**src/rtl/tex_column_gen.sv**
```systemverilog
// Texture column generator: walks one ray column, issues texel requests and
// writes ceiling/wall/floor pixels. Optional macro SIDE_SHADE_EN darkens y-side walls.
module tex_column_gen #(
  parameter int          SCREEN_WIDTH  = 320,
  parameter int          SCREEN_HEIGHT = 180,
  parameter int          TEX_LATENCY   = 2,
  parameter logic [15:0] CEIL_COLOR    = 16'h4208,
  parameter logic [15:0] FLOOR_COLOR   = 16'h8410,
  parameter logic [15:0] FLAT_COLOR    = 16'hF800
) (
  input  logic        pixel_clk_in,
  input  logic        rst_in,
  input  logic        col_valid_in,
  output logic        col_ready_out,
  input  logic [8:0]  col_index_in,
  input  logic [15:0] line_height_in,
  input  logic [15:0] tex_step_in,
  input  logic [15:0] wallX_in,
  input  logic [3:0]  map_val_in,
  input  logic        side_in,
  output logic        tex_req_valid_out,
  output logic [15:0] tex_wallX_out,
  output logic [7:0]  tex_vcount_out,
  output logic [3:0]  tex_id_out,
  input  logic [15:0] tex_pixel_in,
  output logic        fb_we_out,
  output logic [16:0] fb_addr_out,
  output logic [15:0] fb_data_out,
  output logic        col_done_out
);

  typedef enum logic [2:0] {
    S_IDLE,
    S_SETUP,
    S_RUN,
    S_DRAIN,
    S_DONE
  } state_t;

  typedef enum logic [1:0] {
    C_CEIL,
    C_WALL,
    C_FLOOR
  } cls_t;

  typedef struct packed {
    logic        vld;
    cls_t        cls;
    logic        tex;
    logic        shade;
    logic [16:0] addr;
  } meta_t;

  localparam logic [15:0] H16   = 16'(SCREEN_HEIGHT);
  localparam logic [15:0] HLAST = 16'(SCREEN_HEIGHT - 1);
  localparam logic [7:0]  VMAX  = 8'(SCREEN_HEIGHT - 1);
  localparam logic [8:0]  W9    = 9'(SCREEN_WIDTH);
  localparam logic [16:0] W17   = 17'(SCREEN_WIDTH);
  localparam logic [7:0]  DLAST = 8'(TEX_LATENCY - 1);

  state_t state_q, state_d;

  logic [8:0]  col_q, col_d;
  logic [15:0] lh_q, lh_d;
  logic [15:0] step_q, step_d;
  logic [15:0] wallx_q, wallx_d;
  logic [3:0]  map_q, map_d;
  logic        side_q, side_d;
  logic [15:0] ds_q, ds_d;
  logic [15:0] de_q, de_d;
  logic [15:0] tp_q, tp_d;
  logic [15:0] row_q, row_d;
  logic [16:0] addr_q, addr_d;
  logic [7:0]  drn_q, drn_d;

  meta_t meta_q [TEX_LATENCY];
  meta_t meta_in;
  meta_t out_m;

  logic        run;
  logic        col_ok;
  logic        is_ceil;
  logic        is_wall;
  logic        tex_map;
  logic        req;
  logic [16:0] sum;
  logic [15:0] tp_inc;
  logic [7:0]  vcount;
  logic [15:0] half;
  logic [15:0] ds_c;
  logic [15:0] de_c;
  logic [15:0] tp_c;
  logic [15:0] pix;

  // State register
  always_ff @(posedge pixel_clk_in or negedge rst_in) begin
    if (!rst_in) begin
      state_q <= S_IDLE;
    end else begin
      state_q <= state_d;
    end
  end

  // Next-state logic: setup, one row per clock, drain, done pulse
  always_comb begin
    state_d = state_q;
    unique case (state_q)
      S_IDLE:  if (col_valid_in) state_d = S_SETUP;
      S_SETUP: state_d = S_RUN;
      S_RUN:   if (row_q == HLAST) state_d = S_DRAIN;
      S_DRAIN: if (drn_q == DLAST) state_d = S_DONE;
      S_DONE:  state_d = S_IDLE;
      default: state_d = S_IDLE;
    endcase
  end

  // FSM outputs
  always_comb begin
    col_ready_out = (state_q == S_IDLE);
    col_done_out  = (state_q == S_DONE);
    run           = (state_q == S_RUN);
  end

  // Wall span and initial texture position for the captured column
  always_comb begin
    half = (lh_q - H16) >> 1;
    ds_c = '0;
    de_c = HLAST;
    tp_c = '0;
    if (lh_q == 16'd0) begin
      ds_c = H16;
    end else if (lh_q < H16) begin
      ds_c = (H16 - lh_q) >> 1;
      de_c = ds_c + lh_q - 16'd1;
    end else begin
      tp_c = half * step_q;
    end
  end

  // Row classification and texture request for the current row
  always_comb begin
    col_ok  = (col_q < W9);
    is_ceil = (row_q < ds_q);
    is_wall = !is_ceil && (row_q <= de_q);
    tex_map = (map_q >= 4'd3) && (map_q <= 4'd5);
    req     = run && col_ok && is_wall && tex_map;
    sum     = {1'b0, tp_q} + {1'b0, step_q};
    tp_inc  = sum[16] ? 16'hFFFF : sum[15:0];
    vcount  = (tp_q[15:8] > VMAX) ? VMAX : tp_q[15:8];
    meta_in       = '0;
    meta_in.vld   = run && col_ok;
    meta_in.cls   = is_ceil ? C_CEIL : (is_wall ? C_WALL : C_FLOOR);
    meta_in.tex   = is_wall && tex_map;
    meta_in.shade = side_q;
    meta_in.addr  = addr_q;
  end

  // Texture request port
  always_comb begin
    tex_req_valid_out = req;
    tex_wallX_out     = req ? wallx_q : '0;
    tex_vcount_out    = req ? vcount : '0;
    tex_id_out        = req ? map_q : '0;
  end

  // Datapath next state: capture, setup, row walk, drain count
  always_comb begin
    col_d   = col_q;
    lh_d    = lh_q;
    step_d  = step_q;
    wallx_d = wallx_q;
    map_d   = map_q;
    side_d  = side_q;
    ds_d    = ds_q;
    de_d    = de_q;
    tp_d    = tp_q;
    row_d   = row_q;
    addr_d  = addr_q;
    drn_d   = drn_q;
    unique case (state_q)
      S_IDLE: begin
        if (col_valid_in) begin
          col_d   = col_index_in;
          lh_d    = line_height_in;
          step_d  = tex_step_in;
          wallx_d = wallX_in;
          map_d   = map_val_in;
          side_d  = side_in;
        end
      end
      S_SETUP: begin
        ds_d   = ds_c;
        de_d   = de_c;
        tp_d   = tp_c;
        row_d  = '0;
        addr_d = {8'b0, col_q};
      end
      S_RUN: begin
        row_d  = row_q + 16'd1;
        addr_d = addr_q + W17;
        drn_d  = '0;
        if (req) tp_d = tp_inc;
      end
      S_DRAIN: begin
        drn_d = drn_q + 8'd1;
      end
      default: begin
      end
    endcase
  end

  // Datapath registers
  always_ff @(posedge pixel_clk_in or negedge rst_in) begin
    if (!rst_in) begin
      col_q   <= '0;
      lh_q    <= '0;
      step_q  <= '0;
      wallx_q <= '0;
      map_q   <= '0;
      side_q  <= 1'b0;
      ds_q    <= '0;
      de_q    <= '0;
      tp_q    <= '0;
      row_q   <= '0;
      addr_q  <= '0;
      drn_q   <= '0;
    end else begin
      col_q   <= col_d;
      lh_q    <= lh_d;
      step_q  <= step_d;
      wallx_q <= wallx_d;
      map_q   <= map_d;
      side_q  <= side_d;
      ds_q    <= ds_d;
      de_q    <= de_d;
      tp_q    <= tp_d;
      row_q   <= row_d;
      addr_q  <= addr_d;
      drn_q   <= drn_d;
    end
  end

  // Row metadata delay line, aligned with texel return
  always_ff @(posedge pixel_clk_in or negedge rst_in) begin
    if (!rst_in) begin
      for (int i = 0; i < TEX_LATENCY; i++) begin
        meta_q[i] <= '0;
      end
    end else begin
      meta_q[0] <= meta_in;
      for (int i = 1; i < TEX_LATENCY; i++) begin
        meta_q[i] <= meta_q[i-1];
      end
    end
  end

  assign out_m = meta_q[TEX_LATENCY-1];

  // Pixel colour select at the pipeline output
  always_comb begin
    pix = '0;
    unique case (1'b1)
      (out_m.cls == C_WALL): pix = out_m.tex ? tex_pixel_in : FLAT_COLOR;
      (out_m.cls == C_CEIL): pix = CEIL_COLOR;
      default:               pix = FLOOR_COLOR;
    endcase
`ifdef SIDE_SHADE_EN
    if ((out_m.cls == C_WALL) && out_m.shade) begin
      pix = {1'b0, pix[15:12], 1'b0, pix[10:6], 1'b0, pix[4:1]};
    end
`endif
    fb_we_out   = out_m.vld;
    fb_addr_out = out_m.vld ? out_m.addr : '0;
    fb_data_out = out_m.vld ? pix : '0;
  end

`ifndef SIDE_SHADE_EN
  logic shade_unused;
  assign shade_unused = out_m.shade;
`endif

endmodule

```
**config.mk**
```make
export PLATFORM = sky130hd
export DESIGN_NAME = tex_column_gen
export DESIGN_NICKNAME = d
export VERILOG_FILES = /design/src/rtl/tex_column_gen.sv
export SDC_FILE = /design/constraint.sdc
export NUM_CORES = 1
export LEC_CHECK = 0
export BUFFER_PORTS_ARGS = -buffer_cell sky130_fd_sc_hd__buf_2
export CORE_MARGIN = 3
export CORE_UTILIZATION = 60
export CTS_BUF_LIST = sky130_fd_sc_hd__clkbuf_8
export CTS_CLUSTER_SIZE = 16
export DETAILED_ROUTE_END_ITERATION = 7
export PLACE_DENSITY = 0.81
export SYNTH_ARGS = -nofsm -noshare
export SYNTH_HDL_FRONTEND = slang
export SYNTH_SLANG_ARGS = --single-unit
```
**constraint.sdc**
```tcl
create_clock -name pixel_clk_in -period 17.82 [get_ports pixel_clk_in]
set_input_delay 1.782 -clock pixel_clk_in [delete_from_list [all_inputs] [get_ports pixel_clk_in]]
set_output_delay 1.782 -clock pixel_clk_in [all_outputs]
set_load 0.05 [all_outputs]
```
# ---- Yosys cells after proc, flatten, opt, wreduce, memory -nomap -nowiden
# Cells that the tools add are included.
dict set report word_totals {
  ff_bits 195
  in_bits 81
  out_inout_bits 65
  word_cells 88
}
dict set report op_classes {
  n_addsub 8
  mul 1
  order_cmp 7
  eq_ne 11
  n_mux 26
  n_reduce_logical 15
}
# op count
set ops {}
lappend ops {{$mux 16} 9}
lappend ops {{$pmux 16 s2} 3}
lappend ops {{$pmux 17 s2} 1}
lappend ops {{$mux 15} 2}
lappend ops {{$add 16x16->17} 1}
lappend ops {{$add 17x9->17 const B} 1}
lappend ops {{$mux 17} 1}
lappend ops {{$add 15x16->16} 1}
lappend ops {{$add 16x1->16 const B} 1}
lappend ops {{$eq 16x8->1 const B} 1}
lappend ops {{$le 16x16->1} 1}
lappend ops {{$logic_not 16->1} 1}
lappend ops {{$lt 16x16->1} 1}
lappend ops {{$lt 16x8->1 const B} 1}
lappend ops {{$mul 15x16->16} 1}
lappend ops {{$mux 8} 2}
lappend ops {{$pmux 8 s2} 1}
lappend ops {{$sub 16x1->16 const B} 1}
lappend ops {{$sub 16x8->16 const B} 1}
lappend ops {{$sub 8x16->16 const A} 1}
lappend ops {{$pmux 3 s4} 1}
lappend ops {{$lt 9x9->1 const B} 1}
lappend ops {{$mux 3} 3}
lappend ops {{$add 8x1->8 const B} 1}
lappend ops {{other kinds (19)} 30}

# ---- Logic depth before layout (Yosys ltp)
dict set report depth {
  ltp_word 7
  depth_mapped 28
  ltp_nobuf 26
}

# ---- Worst setup path after synthesis
# No wires, ideal clock.
dict set report synth_path {
  kind {register -> register}
  from {register lh_q[2]}
  to {register tp_q[15]}
  setup_ns 0.124
  t_arrival_ns 6.754
  required_time_ns 17.696
  slack_ns 10.942
  path_stages_with_launch 26
  n_path_buf 1
  synth_period_minus_slack_ns 6.878
  cell_sequence {dfrtp_1 -> buf_2 -> inv_1 -> ha_1 -> nand4b_1 -> nand2_1 -> nor3_1 -> xor2_1 -> nand2_1 -> fa_1 -> inv_1 -> fa_1 -> fa_1 -> inv_1 -> fa_1 -> fa_1 -> fa_1 -> xor2_1 -> xnor2_1 -> xnor2_1 -> xnor3_1 -> xor2_1 -> xnor3_1 -> xnor3_1 -> and3_1 -> a211o_1}
}
dict set report synth_between {
  elab_chain_cells 5
  word_cells_on_any_way 7
  classes_between {add/sub (1); mul (1); order compare (1); mux (3); reduce/logical (1)}
}
# item line
set synth_rtl {}
lappend synth_rtl {{from (decl)} 64} ;# logic [15:0] lh_q, lh_d;
lappend synth_rtl {{from (signal assigned)} 229} ;# lh_q <= lh_d;
lappend synth_rtl {{$sub 16x8->16} 126} ;# half = (lh_q - H16) >> 1;
lappend synth_rtl {{$mul 15x16->16} 136} ;# tp_c = half * step_q;
lappend synth_rtl {{$mux 16} 132} ;# end else if (lh_q < H16) begin
lappend synth_rtl {{$mux 16 (*)} 130} ;# if (lh_q == 16'd0) begin
lappend synth_rtl {{$pmux 16 s2 (*)} 180} ;# unique case (state_q)
lappend synth_rtl {{to (signal assigned)} 236} ;# tp_q <= tp_d;
lappend synth_rtl {{to (decl)} 71} ;# logic [15:0] tp_q, tp_d;
# Mark *: on every way between the ends. The rest lies on a longest branch, timed or not.
# A chain may end at the register's enable or synchronous reset.

# ---- Worst setup path in the final report
# Ends and elaborated chain as after synthesis.

==> impl_metrics.tcl <==
set metrics [dict create \
    min_period_ns 8.41 \
    ant_nets 0 \
    crit_required_ns 18.20 \
    grt_pass1_wl_mm 56.3 \
    antenna_found_initial 1 \
    reg2regPathDepth 22 \
    post_cts_resized 0 \
    io_buffers 143 \
    syn_to_final_growth_pct 9.56 \
    grt_overflow_total 0 \
    post-cts-setup-buffers 0 \
    grtUsageTotal 0.264 \
    cts-root-buf "clkbuf_8" \
    finalHoldViolCount 0 \
    synth.distinct_cells 66 \
    grt_max_degree 117 \
    final_common_cell "inv_1" \
    drc 0 \
    slowest_delay_ns 0.88 \
    fin_skew_ns 0.0206 \
    maxCapViolCount 0 \
    maxSlewViolCount 0 \
    gp_congestion 0.873 \
    hold_slack_ns 0.353 \
    fmax_mhz 119 \
    cts_buffers 17 \
    syn_area_um2 14600 \
    crit_path_top_delay_cell "dfrtp_1" \
    path_class "flop to flop" \
    ys_warn_count 0 \
    whs_path_depth 0 \
    syn_inst 1539 \
    clock_path_buffers 2 \
    clock_latency_ns 0.49 \
    synth_ff_type "dfrtp_1" \
    drtPass1Iterations 5 \
    clk_pin_slew_ns 0.11 \
    core-area_um2 23700 \
    slew_headroom 0.186 \
    crit_path_end_kind "flop" \
    synth-edff-count 0 \
    die_w_um 162 \
    drive_above_1_share 0.148 \
    reg2reg_slack_ns 9.41 \
    cp.arrival_ns 8.79 \
    hold_buffers 0 \
    synth-async-reset-ratio 1.00 \
    dieHeight_um 162 \
    synth_top_area_share 0.333 \
    synth_nets 1823 \
    ys_ff_latch 194 \
    hpwl_mm 24.5 \
    totalWireLength_mm 33.3 \
    vias 11300 \
    cp_max_fo 19 \
    period_share 0.472 \
    start_util 0.615 \
    numClockSinks 194 \
    final.setup.tns_ns 0 \
    ios 146 \
    hold_path.class "flop to flop" \
    post_synth.cell_area_avg_um2 9.46 \
    synth_area_leader_cell "dfrtp_1" \
    cp-start-kind "flop" \
    cts_tree "built" \
    grt_setup_unrepaired "no" \
    drtIter0Drc 764 \
    setup-violations-final 0 \
    status "completed" \
    h-tree-depth 4 \
    crit_cells 22 \
    grt_pass1_vias 11600 \
    path_buf_inv 3 \
    nets 1930 \
    num_rows 56 \
    dieArea_um2 26200 \
    cpMostUsedCell "fa_1" \
    worst_pin_slew_ns 1.21 \
    mostFrequentLayoutCells "inv_1 (196), dfrtp_1 (194), nand2_1 (151), buf_2 (142), ha_1 (120)" \
    path_cells "inv_1, ha_1, nand3b_1, xnor2_1, nand2_1, fa_1, inv_1, fa_1, inv_1, fa_1, fa_1, fa_1, fa_1, xor2_1, xnor2_1, xnor2_1, xnor3_1, xor2_1, xnor3_1, xnor3_1, and3_1, a211o_1" \
    viasPerCell 5.72 \
    yosysSeqAreaShare 0.333 \
    wire_per_inst_um 16.8 \
    synthTopCellsByArea "dfrtp_1 (33%), fa_1 (11%), ha_1 (10%)" \
    critPathTopFamily "adder cells" \
]
-- Yosys cell counts (4+ instances only) --
cell type and n:
or3_1 6, o21bai_1 4, a21oi_1 56, nand2b_1 18
nand4_1 12, nand2_1 151, xor2_1 21, o31ai_1 7
fa_1 83, a31oi_1 21, o21a_1 16, inv_1 196
and3_1 10, xnor3_1 5, xnor2_1 63, or2_2 4
nor2b_1 35, clkbuf_1 55, nor2_1 47, ha_1 120
a22oi_1 5, dfrtp_1 194, o22ai_1 19, nor3_1 34
nand3_1 33, a211oi_1 9, o21ai_0 77, and2_1 99
mux2_2 55, a21o_1 21, mux2i_1 5, nand3b_1 6
-- per-layer routing --
metal / share of wire / wire length (µm) / GRT usage / up-vias
met2: 0.51 / 16800 / 0.454 / 340
met3: 0.044 / 1460 / 0.0352 / 83
li1: - / - / - / 5326
met4: 0.039 / 1290 / 0.108 / 0
met5: 0 / 0 / 0 / -
met1: 0.41 / 13700 / 0.338 / 5571
-- flip-flops by register name (all words and copies together), names as in the netlist, 16 cells and up --
signal   flops
wallx_q     16
de_q        16
tp_q        16
step_q      16
row_q       16
addr_q      17
meta_q      41
lh_q        16
-- worst paths after layout --
path | from | to
setup / recovery | lh_q[2] | tp_q[15]
hold / removal | meta_q[36] | meta_q[14]
max in group asynchronous | rst_in | addr_q[14]
setup reg to reg | lh_q[2] | tp_q[15]
hold reg to reg | meta_q[36] | meta_q[14]
min in group asynchronous | rst_in | ds_q[10]
-- stage by stage --
stage               instances  area (µm²)   util  worst slack [ns]
floorplan                1539       14600      -             10.94
detailed placement       1946       15500  0.655              9.46
finish                   1978       16000  0.674              9.41
global route             1978       16000  0.674              9.11
global placement         1946       15500  0.655              9.56
CTS                      1977       15900  0.673              9.47
-- logic make-up after synthesis --
logic type      Yosys count  synth area share
compound gates          264             0.113
xor+xnor                 89            0.0583
fa+ha+maj               203             0.217
buf+inv                 258            0.0669
flops                   194             0.333
mux                      60            0.0460
other cells               1          0.000258
simple gates            470             0.165
-- cell type report --
type	instances	area (µm²)
Antenna cell	1	2.50
Clock buffer	17	234
Clock inverter	14	213
Fill cell	1869	7730
Inverter	197	739
Multi-Input combinational cell	1087	8740
Sequential cell	194	4850
Tap cell	319	399
Timing Repair Buffer	149	769
Power is left out: the tool's default activity adds up to more than one toggle a clock period on the data nets, which glitch-free logic cannot reach.
